===== src/rtl/ad_pkg.sv =====
// Shared constants and FSM encoding for the 8-channel ADC averaging packer.
package ad_pkg;

   localparam int CH_NUM = 8;
   localparam int CH_W   = 3;
   localparam int AD_W   = 14;
   localparam int OUT_W  = 16;
   localparam int SEQ_W  = 14;

   localparam logic [1:0] HDR_TAG = 2'b11;
   localparam logic [1:0] DAT_TAG = 2'b00;

   typedef enum logic [1:0] {
      ST_IDLE = 2'd0,
      ST_HDR  = 2'd1,
      ST_DATA = 2'd2
   } st_t;

endpackage


===== src/rtl/ad_ch_acc.sv =====
// One channel of frame accumulation; avg is combinational so the owner can
// capture it on the same edge that delivers the final frame of a set.
module ad_ch_acc
   import ad_pkg::*;
#(
   parameter int AVG_LOG2 = 4
) (
   input  logic            clk,
   input  logic            rst,
   input  logic            add_en,
   input  logic            clr_acc,
   input  logic            last,
   input  logic [AD_W-1:0] sample,
   output logic [AD_W-1:0] avg
);

   localparam int ACC_W = AD_W + AVG_LOG2;

   logic [ACC_W-1:0] acc_q, acc_d;
   logic [ACC_W-1:0] sum;

   // Width leaves room for 2^AVG_LOG2 full-scale samples, so the add never wraps.
   assign sum = acc_q + ACC_W'(sample);
   assign avg = AD_W'(sum >> AVG_LOG2);

   always_comb begin
      acc_d = acc_q;
      if (clr_acc) begin
         acc_d = '0;
      end else if (add_en) begin
         acc_d = last ? '0 : sum;
      end
   end

   always_ff @(posedge clk or negedge rst) begin
      if (!rst) begin
         acc_q <= '0;
      end else begin
         acc_q <= acc_d;
      end
   end

endmodule


===== src/rtl/ad_avg_pack.sv =====
// Averages 2^AVG_LOG2 ADC frames per channel and streams each set as a
// header word followed by eight data words over a valid/ready interface.
//
// state   | meaning
// IDLE    | no set buffered, out_valid low
// HDR     | presenting header {11, seq}
// DATA    | presenting {00, avg[ch]}, ch = 0..7
module ad_avg_pack
   import ad_pkg::*;
#(
   parameter int AVG_LOG2 = 4
) (
   input  logic             clk,
   input  logic             rst,
   input  logic             ena,
   input  logic             clr,
   input  logic             val_dat,
   input  logic [AD_W-1:0]  ad_dat0,
   input  logic [AD_W-1:0]  ad_dat1,
   input  logic [AD_W-1:0]  ad_dat2,
   input  logic [AD_W-1:0]  ad_dat3,
   input  logic [AD_W-1:0]  ad_dat4,
   input  logic [AD_W-1:0]  ad_dat5,
   input  logic [AD_W-1:0]  ad_dat6,
   input  logic [AD_W-1:0]  ad_dat7,
   output logic             out_valid,
   input  logic             out_ready,
   output logic [OUT_W-1:0] out_dat,
   output logic             ovr
);

   localparam int              CNT_W   = (AVG_LOG2 > 0) ? AVG_LOG2 : 1;
   localparam logic [CNT_W-1:0] CNT_MAX = CNT_W'((1 << AVG_LOG2) - 1);
   localparam logic [CH_W-1:0]  CH_LAST = CH_W'(CH_NUM - 1);

   st_t              st_q, st_d;
   logic [CNT_W-1:0] cnt_q, cnt_d;
   logic [CH_W-1:0]  ch_q, ch_d;
   logic [SEQ_W-1:0] seq_q, seq_d;
   logic             ovr_q, ovr_d;
   logic [AD_W-1:0]  buf_q [CH_NUM];
   logic [AD_W-1:0]  buf_d [CH_NUM];

   logic [AD_W-1:0]  sample [CH_NUM];
   logic [AD_W-1:0]  avg    [CH_NUM];

   logic frm_acc;
   logic last_frm;
   logic set_rdy;
   logic hs_last;
   logic buf_free;
   logic load;

   assign sample[0] = ad_dat0;
   assign sample[1] = ad_dat1;
   assign sample[2] = ad_dat2;
   assign sample[3] = ad_dat3;
   assign sample[4] = ad_dat4;
   assign sample[5] = ad_dat5;
   assign sample[6] = ad_dat6;
   assign sample[7] = ad_dat7;

   assign frm_acc  = ena & val_dat & ~clr;
   assign last_frm = (cnt_q == CNT_MAX);
   assign set_rdy  = frm_acc & last_frm;
   assign hs_last  = (st_q == ST_DATA) & (ch_q == CH_LAST) & out_ready;
   // Freeing on the final handshake lets a new set follow with no idle cycle.
   assign buf_free = (st_q == ST_IDLE) | hs_last;
   assign load     = set_rdy & buf_free;

   for (genvar g = 0; g < CH_NUM; g++) begin : g_ch
      ad_ch_acc #(
         .AVG_LOG2 (AVG_LOG2)
      ) u_ch_acc (
         .clk     (clk),
         .rst     (rst),
         .add_en  (frm_acc),
         .clr_acc (clr),
         .last    (last_frm),
         .sample  (sample[g]),
         .avg     (avg[g])
      );
   end

   always_comb begin
      cnt_d = cnt_q;
      if (clr) begin
         cnt_d = '0;
      end else if (frm_acc) begin
         cnt_d = last_frm ? '0 : cnt_q + 1'b1;
      end
   end

   always_ff @(posedge clk or negedge rst) begin
      if (!rst) begin
         st_q <= ST_IDLE;
      end else begin
         st_q <= st_d;
      end
   end

   always_comb begin
      st_d = st_q;
      case (st_q)
         ST_IDLE: if (load)      st_d = ST_HDR;
         ST_HDR:  if (out_ready) st_d = ST_DATA;
         ST_DATA: if (hs_last)   st_d = load ? ST_HDR : ST_IDLE;
         default:                st_d = ST_IDLE;
      endcase
      if (clr) begin
         st_d = ST_IDLE;
      end
   end

   always_comb begin
      out_valid = 1'b0;
      out_dat   = '0;
      case (st_q)
         ST_HDR: begin
            out_valid = 1'b1;
            out_dat   = {HDR_TAG, seq_q};
         end
         ST_DATA: begin
            out_valid = 1'b1;
            out_dat   = {DAT_TAG, buf_q[ch_q]};
         end
         default: begin
            out_valid = 1'b0;
            out_dat   = '0;
         end
      endcase
   end

   assign ovr = ovr_q;

   // A set finishing while the buffer is busy is dropped, so seq only counts emitted sets.
   always_comb begin
      ch_d  = ch_q;
      seq_d = seq_q;
      ovr_d = ovr_q;
      buf_d = buf_q;
      if (clr) begin
         ch_d  = '0;
         seq_d = '0;
         ovr_d = 1'b0;
         buf_d = '{default: '0};
      end else begin
         if (load) begin
            buf_d = avg;
         end
         if (set_rdy && !buf_free) begin
            ovr_d = 1'b1;
         end
         if ((st_q == ST_HDR) && out_ready) begin
            ch_d = '0;
         end
         if ((st_q == ST_DATA) && out_ready) begin
            ch_d = ch_q + 1'b1;
         end
         if (hs_last) begin
            seq_d = seq_q + 1'b1;
         end
      end
   end

   always_ff @(posedge clk or negedge rst) begin
      if (!rst) begin
         cnt_q <= '0;
         ch_q  <= '0;
         seq_q <= '0;
         ovr_q <= 1'b0;
         buf_q <= '{default: '0};
      end else begin
         cnt_q <= cnt_d;
         ch_q  <= ch_d;
         seq_q <= seq_d;
         ovr_q <= ovr_d;
         buf_q <= buf_d;
      end
   end

endmodule


===== config.mk =====
export PLATFORM = sky130hd
export DESIGN_NAME = ad_avg_pack
export DESIGN_NICKNAME = d
export VERILOG_FILES = /design/src/rtl/ad_pkg.sv /design/src/rtl/ad_ch_acc.sv /design/src/rtl/ad_avg_pack.sv
export SDC_FILE = /design/constraint.sdc
export NUM_CORES = 1
export LEC_CHECK = 0
export BUFFER_PORTS_ARGS = -buffer_cell sky130_fd_sc_hd__buf_4
export CAP_MARGIN = 10
export CELL_PAD_IN_SITES_DETAIL_PLACEMENT = 0
export CELL_PAD_IN_SITES_GLOBAL_PLACEMENT = 2
export CORE_MARGIN = 2
export CORE_UTILIZATION = 36
export CTS_BUF_LIST = sky130_fd_sc_hd__clkbuf_8
export DETAILED_ROUTE_END_ITERATION = 16
export PLACE_DENSITY_LB_ADDON = 0.1
export SLEW_MARGIN = 20
export SYNTH_ARGS = -nofsm -noshare
export SYNTH_HDL_FRONTEND = slang
export SYNTH_SLANG_ARGS = --single-unit

===== constraint.sdc =====
create_clock -name clk -period 2.3 [get_ports clk]
set_input_delay 0.23 -clock clk [delete_from_list [all_inputs] [get_ports clk]]
set_output_delay 0.23 -clock clk [all_outputs]
set_load 0.01 [all_outputs]

Word-level counts from Yosys, hierarchy flattened
Index checks and enable logic that the tools add are counted.

operators by class
  multipliers = 0
  multiplexer cells = 47
  $lt $le $gt $ge = 1
  add/sub/neg operators = 11
  shift operators = 0
  div/mod/pow operators = 0
  bitwise logic cells = 9
  equal/unequal tests = 7
  reductions and logical operators = 12

operators by type and width
  kind                                                       count
  2-to-1 mux 18 bit                                          24
  2-to-1 mux 112 bit                                         2
  adder 18 x 14 -> 18 bit                                    8
  2-to-1 mux 14 bit                                          4
  binary-select mux 14 bit (select 3 bit)                    1
  case mux 16 bit (2 select lines)                           1
  adder 14 x 1 -> 14 bit (second input constant)             1
  2-to-1 mux 4 bit                                           3
  2-to-1 mux 3 bit                                           3
  != test 3 bit (second input constant)                      3
  2-to-1 mux 2 bit                                           4
  nonzero test 2 bit                                         4
  AND 1 bit                                                  6
  case mux 2 bit (3 select lines)                            1
  adder 4 x 1 -> 4 bit (second input constant)               1
  equality test 4 bit (second input constant)                1
  greater-or-equal comparator 4 bit (second input constant)  1
  2-to-1 mux 1 bit                                           4
  NOT 3 -> 4 bit                                             1
  adder 3 x 1 -> 3 bit (second input constant)               1
  equality test 3 bit (second input constant)                1
  logical AND 1 bit                                          3
  AND reduction 3 bit                                        1
  nonzero test 3 bit                                         1
  7 further kinds                                            7

storage, ports and cells
  bits in latches = 0
  flip-flop bits (word level) = 280
  memories kept = 0
  memory bits (writable) = 0
  input port bits = 118
  ROM bits = 0
  word-level logic and storage cells = 108

Logic depth before layout (Yosys ltp)
Gate-level depths: netlist (run 1).

  depth after elaboration = 9
  gate-level depth with buffers = 11
  depth with buffers taken out = 10

Cells and area by module
Synthesis (run 1) repeated with hierarchy kept, for this count alone.

unflattened totals
  cell total of the unflattened synthesis = 2,033
  area, all modules = 18,763.0 µm²

by module, submodules not included
  module                             cells an instance  area each (µm²)  instances  sequential area each (µm²)
  ad_avg_pack                        760                7,096.8          1          3,403.3
  ad_ch_acc at g_ch[3].u_ch_acc ...  152                1,411.4          5          450.4
  ad_ch_acc at g_ch[0].u_ch_acc ...  171                1,536.5          3          450.4

Worst setup path after synthesis (run 1)
No wires, ideal clock.

  kind = register to register
  from = register g_ch[5].u_ch_acc.acc_q[0]
  to = register g_ch[5].u_ch_acc.acc_q[16]
  cell stages (with the launch flop) = 11
  arrival time = 2.293 ns
  slack = -0.061 ns
  setup time = 0.069 ns
  required time = 2.231 ns
  period minus slack after synthesis = 2.361 ns
  path through = dfrtp_1 -> ha_1 -> inv_1 -> fa_1 -> nand2b_1 -> a21oi_1 -> o211ai_1 -> o2bb2ai_1 -> or3_1 -> or3_1 -> nand3_1

on the way
  longest elaborated chain between the ends = 4

RTL lines
  element                  RTL line         RTL
  start, declared          ad_ch_acc.sv:19  logic [ACC_W-1:0] acc_q, acc_d;
  start signal, assigned   ad_ch_acc.sv:37  acc_q <= '0;
  start signal, assigned   ad_ch_acc.sv:39  acc_q <= acc_d;
  adder 18 x 14 -> 18 bit  ad_ch_acc.sv:23  assign sum = acc_q + ACC_W'(sample);
  2-to-1 mux 18 bit        ad_ch_acc.sv:31  acc_d = last ? '0 : sum;
  2-to-1 mux 18 bit        ad_ch_acc.sv:30  end else if (add_en) begin
  2-to-1 mux 18 bit        ad_ch_acc.sv:28  if (clr_acc) begin

No other way between the ends. The select of a mux whose other input is x is not followed.
A chain may end at the register's enable or synchronous reset.

Worst setup path after layout (run 1)
  from = register ch_q[0]
  to = output port out_dat[9]

on the way
  longest elaborated chain between the ends = 5

RTL lines
  element                                               RTL line            RTL
  start, declared                                       ad_avg_pack.sv:38   logic [CH_W-1:0] ch_q, ch_d;
  start signal, assigned                                ad_avg_pack.sv:175  ch_q <= ch_d;
  NOT 3 -> 4 bit (not written as such)                  ad_avg_pack.sv:125  out_dat = {DAT_TAG, buf_q[ch_q]};
  binary-select mux 14 bit (select 3 bit)               ad_avg_pack.sv:125
  2-to-1 mux 14 bit (not written as such) (2 in a row)  ad_avg_pack.sv:125
  case mux 16 bit (2 select lines)                      ad_avg_pack.sv:118  case (st_q)
  end, declared                                         ad_avg_pack.sv:28   output logic [OUT_W-1:0] out_dat,

No other way between the ends. The select of a mux whose other input is x is not followed.

==> reports/metrics.cfg, run 1 <==
[outcome]
status = complete, but fails checks
violations = setup timing

[logic_synthesis]
synthDistinctLibCells = 74
synth_area_per_cell_um2 = 9.31
synth_area_mm2 = 0.0176
synth_area_leaders = dfrtp_1, ha_1, o21ai_0, nand2_1, nand3_1
synth_top_area_share_pct = 39.9
synth-async-reset-ratio_pct = 100
syn_nets = 2135
synth_edf_count = 0
yosys_warnings = 0
syn_inst = 1888
synth_flop_cell = dfrtp_1
yosysSeqAreaShare_pct = 39.9
ys_seq_elements = 280
synth_largest_area_cell = dfrtp_1

[floorplanning]
pin_count = 136
coreArea_mm2 = 0.0479
die_y_um = 225
start_util_pct = 36.7
die_w_um = 225
die-area_mm2 = 0.0506
num_rows = 80

[power]
power_leakage_nw = 10.4
p_per_area_mw_per_mm2 = 968
comb_power_share_pct = 46.5
p_sw_share_pct = 39.0
total_power_mw = 22.5
ir_worst_vdd_v = 0.000480
pwr-share-clk_pct = 25.1
switchingPower_mw = 8.76
seqPwrFrac_pct = 28.4
power_report.internal_total_mw = 13.7

[placement]
dp_hpwl_um = 39300
dp.cells = 2682
gp_congestion = 0.832
port_buffers = 135
place_ws_ns = -0.175

[worst_setup_path]
arrival_ns = 2.56
critPathKind = flip-flop to output port
worstPathCellList = buf_4 > buf_12 > mux4_2 > mux2_4 > a22oi_2 > nor2b_1 > buf_4
crit_path_end_kind = output port
cp_common_cell = buf_4
cpPeakStageDelay_ns = 0.54
critPathRequiredTime_ns = 2.07
critPathMaxFanout = 7
crit_path_start_kind = flip-flop
crit_slowest_cell = mux4_2

[timing]
rsz0062_at_grt = yes
period_needed_ns = 2.79
hold_viol_final = 0
worst_slew_pin_slew_ns = 0.636
setup_viol = 15
finalMaxSlewViolations = 0
skew_ns = 0.0288
relSlewSlack_pct = 57.6
max_freq_mhz = 358
worst_slack_ns = -0.491
finalCritPeriodShare_pct = 121

[run]
max_cap_violations = 0

[routing]
avgViaCountPerCell = 5.43
ant_nets = 0
drt_iter0_drc = 878
first_pass_iters = 4
route.detailed.drc = 0
vias = 15371
wl_per_cell_um = 20.2
wirelength_um = 57200

[clock_network]
clkLatencyLatePin_ns = 0.65
clk_pin_slew_ns = 0.06
cts_buffers = 56
cts_root_buf = clkbuf_8
clock_sinks = 280
htreeDepth = 2
clockBufferDepth = 3
cts_tree = done

[hold_path]
hp-class = primary input to flip-flop

[grt]
grt_usage_pct = 22.5
gr-total-overflow = 0
antenna_found_initial = 2
grt_pass1_wl_um = 88100
grt_max_degree = 90
grt_pass1_vias = 15202

[layout]
finalNonFillerCells = 2833
nFillCells = 4582
area_growth_pct = 32.1
final_layout_size_suffix_gt1_share_pct = 28.8
final_nets = 2420

==> final cells by class <==
type / count / area (µm²) / share of cell area, %
Inverter: 53 / 199 / 0.857
Clock buffer: 78 / 1070 / 4.63
Multi-Input combinational cell: 1459 / 11200 / 48.3
Sequential cell: 280 / 7010 / 30.2
Timing Repair Buffer: 323 / 2780 / 12.0
Clock inverter: 24 / 163 / 0.701
Tap cell: 615 / 769 / 3.32
Antenna cell: 1 / 2.50 / 0.0108
==> cells in the final DEF (no fill, tap or decap), types with 11 or more instances in the layout <==
cell type        n
nand2_1        221
dlygate4sd3_1   16
a21oi_4         11
nor2_1          58
a21o_1          54
buf_4          275
o21ai_1         69
nand3_1        134
a21oi_2         11
a21oi_1         86
buf_12          18
inv_1           57
o31ai_1         26
buf_6           11
o211ai_1        18
clkbuf_8        78
xnor2_1         57
dfrtp_1        279
nor2b_1         28
xor2_1          58
mux2_4          14
a31oi_1         17
a22o_1          21
nand2b_1        15
mux4_2          28
or3_1           15
and3_1          12
nor3_1          14
a22oi_2         14
ha_1            94
o21ai_0        151
ha_4            21
==> cell usage after synthesis, types with 24 or more instances <==
master and n:
nand3_1 137, a21o_1 54, a31oi_1 24, inv_1 53, mux4_2 28, xnor2_1 67, nand2_1 227, nor2_1 66
ha_1 121, xor2_1 60, nor2b_1 33, o21ai_0 174, a21oi_1 107, o31ai_1 29, clkbuf_1 58, o21ai_1 54
dfrtp_1 280
==> worst max-delay path, delay by kind of cell (launching register included) <==
| kind | cells | cell delay, ns |
|---|---|---|
| multiplexers | 2 | 0.83 |
| flip-flops | 1 | 0.43 |
| buffers and inverters | 3 | 0.40 |
| AO/OA/AOI/OAI | 1 | 0.17 |
| AND/OR/NAND/NOR | 1 | 0.07 |
==> path summary, 6_finish.rpt <==
check / endpoint / slack, ns / cells past startpoint / start
min in group asynchronous: g_ch[3].u_ch_acc.acc_q[1]$_DFFE_PN0P_ / 0.19 / 3 / rst
max: out_dat[9] / -0.49 / 7 / ch_q[0]$_DFFE_PN0P_
min reg2reg: g_ch[2].u_ch_acc.acc_q[7]$_DFFE_PN0P_ / 0.47 / 2 / g_ch[2].u_ch_acc.acc_q[7]$_DFFE_PN0P_
max reg2reg: g_ch[5].u_ch_acc.acc_q[16]$_DFFE_PN0P_ / -0.04 / 10 / g_ch[5].u_ch_acc.acc_q[0]$_DFFE_PN0P_
min: g_ch[6].u_ch_acc.acc_q[3]$_DFFE_PN0P_ / 0.08 / 4 / ad_dat6[3]
max in group asynchronous: g_ch[1].u_ch_acc.acc_q[1]$_DFFE_PN0P_ / 1.13 / 3 / rst
==> registers in the layout (all words and copies together) (netlist names) <==
| register | cells |
|---|---|
| st_q | 2 |
| g_ch.u_ch_acc.acc_q | 144 |
| buf_q | 112 |
| ch_q | 3 |
| seq_q | 14 |
| cnt_q | 4 |
| ovr | 1 |
==> metrics by stage <==
step / setup TNS [ns] / instance area (µm²) / util (%) / hold WS, ns
after global placement: -1.43 / 20300 / 42.4 / 0.0748
after global routing: -8.99 / 23200 / 48.4 / 0.0658
final: -6.20 / 23200 / 48.4 / 0.0784
after CTS: -6.88 / 22300 / 46.5 / 0.00230
after floorplan: 0 / 17600 / - / -0.0656
after detailed placement: -2.56 / 20300 / 42.4 / 0.0724
==> cells by family after synthesis <==
group                      share of synthesized area (%)
xor gates and xnor gates                            6.33
AOI/OAI and AO/OA                                   21.3
muxes                                               4.60
adders and majority gates                           9.53
buffers and inverters                               3.42
and+or+nand+nor                                     15.0
DFF                                                 39.9
==> layer usage <==
metal	routed length, µm	track usage (%)	share of wire, %
met5	10	0	0.017
met4	1330	6.56	2.3
met3	2410	4.13	4.2
met2	26900	36.4	47
met1	26600	30.8	46
==> repair_timing <==
action | in CTS | in global routing
pin swaps | 34 | 83
resized for setup | 85 | 172
hold endpoints to repair | 303 | 0
buffers inserted | 17 | 14
cloned | 3 | 1
hold buffers | 16 | 0
setup endpoints to repair | 81 | 145
==> power by group through the flow <==
stage	Clock [mW]	Combinational, mW	Sequential [mW]
2_1_floorplan	0	5.95	6.21
3_3_place_gp	0	9.18	6.38
3_5_place_dp	0	9.22	6.39
4_1_cts	5.85	9.55	6.32
5_1_grt	6.06	11.5	6.49
6_report	5.65	10.4	6.37
Note: power is estimated with default switching activity, not from simulation.
==> run 2: changes to the inputs <==
--- a/config.mk
+++ b/config.mk
@@ -13,7 +13,7 @@
 export CORE_UTILIZATION = 36
 export CTS_BUF_LIST = sky130_fd_sc_hd__clkbuf_8
 export DETAILED_ROUTE_END_ITERATION = 16
-export PLACE_DENSITY_LB_ADDON = 0.1
+export PLACE_DENSITY = 0.82
 export SLEW_MARGIN = 20
 export SYNTH_ARGS = -nofsm -noshare
 export SYNTH_HDL_FRONTEND = slang
==> run 2 against run 1 <==
  * The run still ends with setup timing left
  * Power down 3.6%
  * Via count up 0.88%
  * Setup slack worse by 0.048 ns
  * Combinational power about the same
  * Core utilization up 0.34 points
  * Register-to-register slack worse by 0.04 ns
  * Clock power down 10%
  * Final area up 0.70%
  * Non-clock buffer count up 7
  * Critical path type unchanged
==> reports/metrics.cfg, run 2 (synthesis results as in run 1) <==
[floorplanning]
die-area_mm2 = 0.0506  ; unchanged
die_w_um = 225  ; unchanged
coreArea_mm2 = 0.0479  ; unchanged
num_rows = 80  ; unchanged
start_util_pct = 36.7  ; unchanged
die_y_um = 225  ; unchanged
pin_count = 136  ; unchanged

[placement]
port_buffers = 135  ; unchanged
gp_congestion = 0.848  ; +1.9%
dp.cells = 2670  ; -0.45%
dp_hpwl_um = 37800  ; -3.8%

[grt]
grt_usage_pct = 21.3  ; -1.2 points
antenna_found_initial = 0  ; -2
grt_pass1_vias = 14943  ; -1.7%
gr-total-overflow = 0  ; unchanged
grt_max_degree = 110  ; +22%
grt_pass1_wl_um = 84400  ; -4.2%

[worst_setup_path]
rrSetupSlack_ns = -0.08  ; -0.04 ns
critPathKind = flip-flop to output port
worstPathCellList = buf_12 > buf_12 > mux4_2 > mux2_4 > a22oi_2 > nor2b_1 > buf_4
r2r_cells = 10  ; unchanged
cp_common_cell = buf_12
critPathMaxFanout = 7  ; unchanged
arrival_ns = 2.61  ; +0.05 ns
crit_path_start_kind = flip-flop
critical_path.top_delay_family = multiplexers
worstReg2RegEnd = g_ch[5].u_ch_acc.acc_q[16]$_DFFE_PN0P_
crit_path_end_kind = output port
cpPeakStageDelay_ns = 0.58  ; +0.04 ns
r2r_start = g_ch[5].u_ch_acc.acc_q[0]$_DFFE_PN0P_
critPathRequiredTime_ns = 2.07  ; about the same
path_buf_inv = 3  ; unchanged
crit_slowest_cell = mux4_2

[clock_network]
clk_pin_slew_ns = 0.06  ; about the same
cts_tree = done
cts_root_buf = clkbuf_8
clock_sinks = 280  ; unchanged
clockBufferDepth = 3  ; unchanged
clkLatencyLatePin_ns = 0.66  ; about the same
htreeDepth = 2  ; unchanged
cts_buffers = 55  ; -1.8%

[power]
pwr-share-clk_pct = 23.4  ; -1.7 points
p_sw_share_pct = 39.7  ; +0.70 points
switchingPower_mw = 8.60  ; -1.9%
ir_worst_vdd_v = 0.000538  ; +12%
p_per_area_mw_per_mm2 = 927  ; -4.3%
comb_power_share_pct = 47.2  ; +0.7 points
power_leakage_nw = 10.5  ; +0.90%
power_report.internal_total_mw = 13.1  ; -4.7%
seqPwrFrac_pct = 29.4  ; +1.0 points

[routing]
route.detailed.drc = 0  ; unchanged
wl_per_cell_um = 19.6  ; -2.9%
avgViaCountPerCell = 5.46  ; +0.70%
first_pass_iters = 7  ; +3
ant_nets = 0  ; unchanged
vias = 15506  ; +0.88%
wirelength_um = 55700  ; -2.7%
drt_iter0_drc = 1114  ; +27%

[timing]
worst_slew_pin_slew_ns = 0.741  ; +0.105 ns
worst_slack_ns = -0.539  ; -0.0479 ns
finalMaxSlewViolations = 0  ; unchanged
rsz0062_at_grt = yes
setup_viol = 33  ; +18
finalCritPeriodShare_pct = 123  ; +2.1 points
skew_ns = 0.0322  ; +0.00340 ns
setup_tns_ns = -7.48  ; -1.28 ns
max_freq_mhz = 352  ; -1.7%
hold_viol_final = 0  ; unchanged
period_needed_ns = 2.84  ; +0.0479 ns
relSlewSlack_pct = 50.6  ; -7.0 points

[layout]
area_growth_pct = 33.0
diodes = 0  ; -1
final_common_cell = dfrtp_1
finalNonFillerCells = 2838  ; +0.18%
largestRegisters = g_ch.u_ch_acc.acc_q x144, buf_q x112, seq_q x14
largest_reg_flops = 144  ; unchanged
final_layout_size_suffix_gt1_share_pct = 28.8  ; about the same
final_nets = 2427  ; +0.29%
mostFrequentLayoutCells = dfrtp_1, buf_4, nand2_1
largest_register = g_ch.u_ch_acc.acc_q

[hold_path]
hp-class = primary input to flip-flop
worstHoldStart = ad_dat5[3]
hold_depth = 4  ; unchanged
min_to = g_ch[5].u_ch_acc.acc_q[3]$_DFFE_PN0P_

[run]
max_cap_violations = 0  ; unchanged

[outcome]
violations = setup timing
status = complete, but fails checks

-- run 2: worst register-to-register path, stage by stage, from the launching register on --
cell and delay [ns]:
dfrtp_1 0.38, ha_4 0.15, inv_2 0.04, fa_2 0.35, nand2b_4 0.17, a21oi_4 0.15, o211ai_1 0.14, o2bb2ai_2 0.16
or3_4 0.38, or3_1 0.31, nand3_1 0.09
-- run 2: per-stage QoR --
step                      util, %  power (mW)  hold WS (ns)  worst slack (ns)  instance area (µm²)
after floorplan                 -        12.2       -0.0656           0.00346                17600
after global placement       42.2        15.1         0.192           -0.0797                20200
after detailed placement     42.2        15.2         0.189            -0.155                20200
after CTS                    46.0        20.8        0.0194            -0.578                22000
after global routing         48.7        23.2        0.0657            -0.609                23400
final                        48.7        21.7        0.0670            -0.539                23400
-- run 2: metal layers --
metal,up-vias,part of all wire [%],global-route usage [%]
li1,7462,-,-
met1,7604,45,29.0
met2,337,47,34.7
met3,103,4.8,3.90
met4,0,2.8,6.34
met5,-,0,0
-- run 2: final cells by class --
type,count,area (µm²)
Fill cell,4421,24600
Multi-Input combinational cell,1460,11100
Sequential cell,280,7010
Timing Repair Buffer,330,3140
Clock buffer,70,963
Tap cell,615,769
Inverter,53,199
Clock inverter,30,139
-- run 2: worst max path at each step --
| stage | startpoint | endpoint | cells past startpoint |
|---|---|---|---|
| global placement | g_ch[6].u_ch_acc.acc_q[0]$_DFFE_PN0P_ | g_ch[6].u_ch_acc.acc_q[16]$_DFFE_PN0P_ | 10 |
| detailed placement | g_ch[6].u_ch_acc.acc_q[0]$_DFFE_PN0P_ | g_ch[6].u_ch_acc.acc_q[16]$_DFFE_PN0P_ | 10 |
| finish | ch_q[0]$_DFFE_PN0P_ | out_dat[0] | 7 |
| CTS | ch_q[0]$_DFFE_PN0P_ | out_dat[9] | 7 |
| global route | ch_q[0]$_DFFE_PN0P_ | out_dat[12] | 7 |
| floorplan | g_ch[4].u_ch_acc.acc_q[0]$_DFFE_PN0P_ | buf_q[54]$_DFFE_PN0P_ | 10 |
-- run 2: power groups by stage --
stage / combinational (mW) / sequential, mW / clock, mW
after floorplan: 5.95 / 6.21 / 0
after global placement: 8.74 / 6.37 / 0
after detailed placement: 8.83 / 6.39 / 0
after CTS: 9.27 / 6.32 / 5.24
after global routing: 11.2 / 6.47 / 5.44
final: 10.2 / 6.37 / 5.07
-- run 2: what timing repair did --
action | CTS | global route
endpoints found under the setup margin | 73 | 172
buffers inserted | 14 | 21
gates resized for setup | 86 | 202
hold buffers | 15 | 0
hold endpoints to repair | 296 | 0
cloned | 3 | 17
pin swaps | 36 | 100
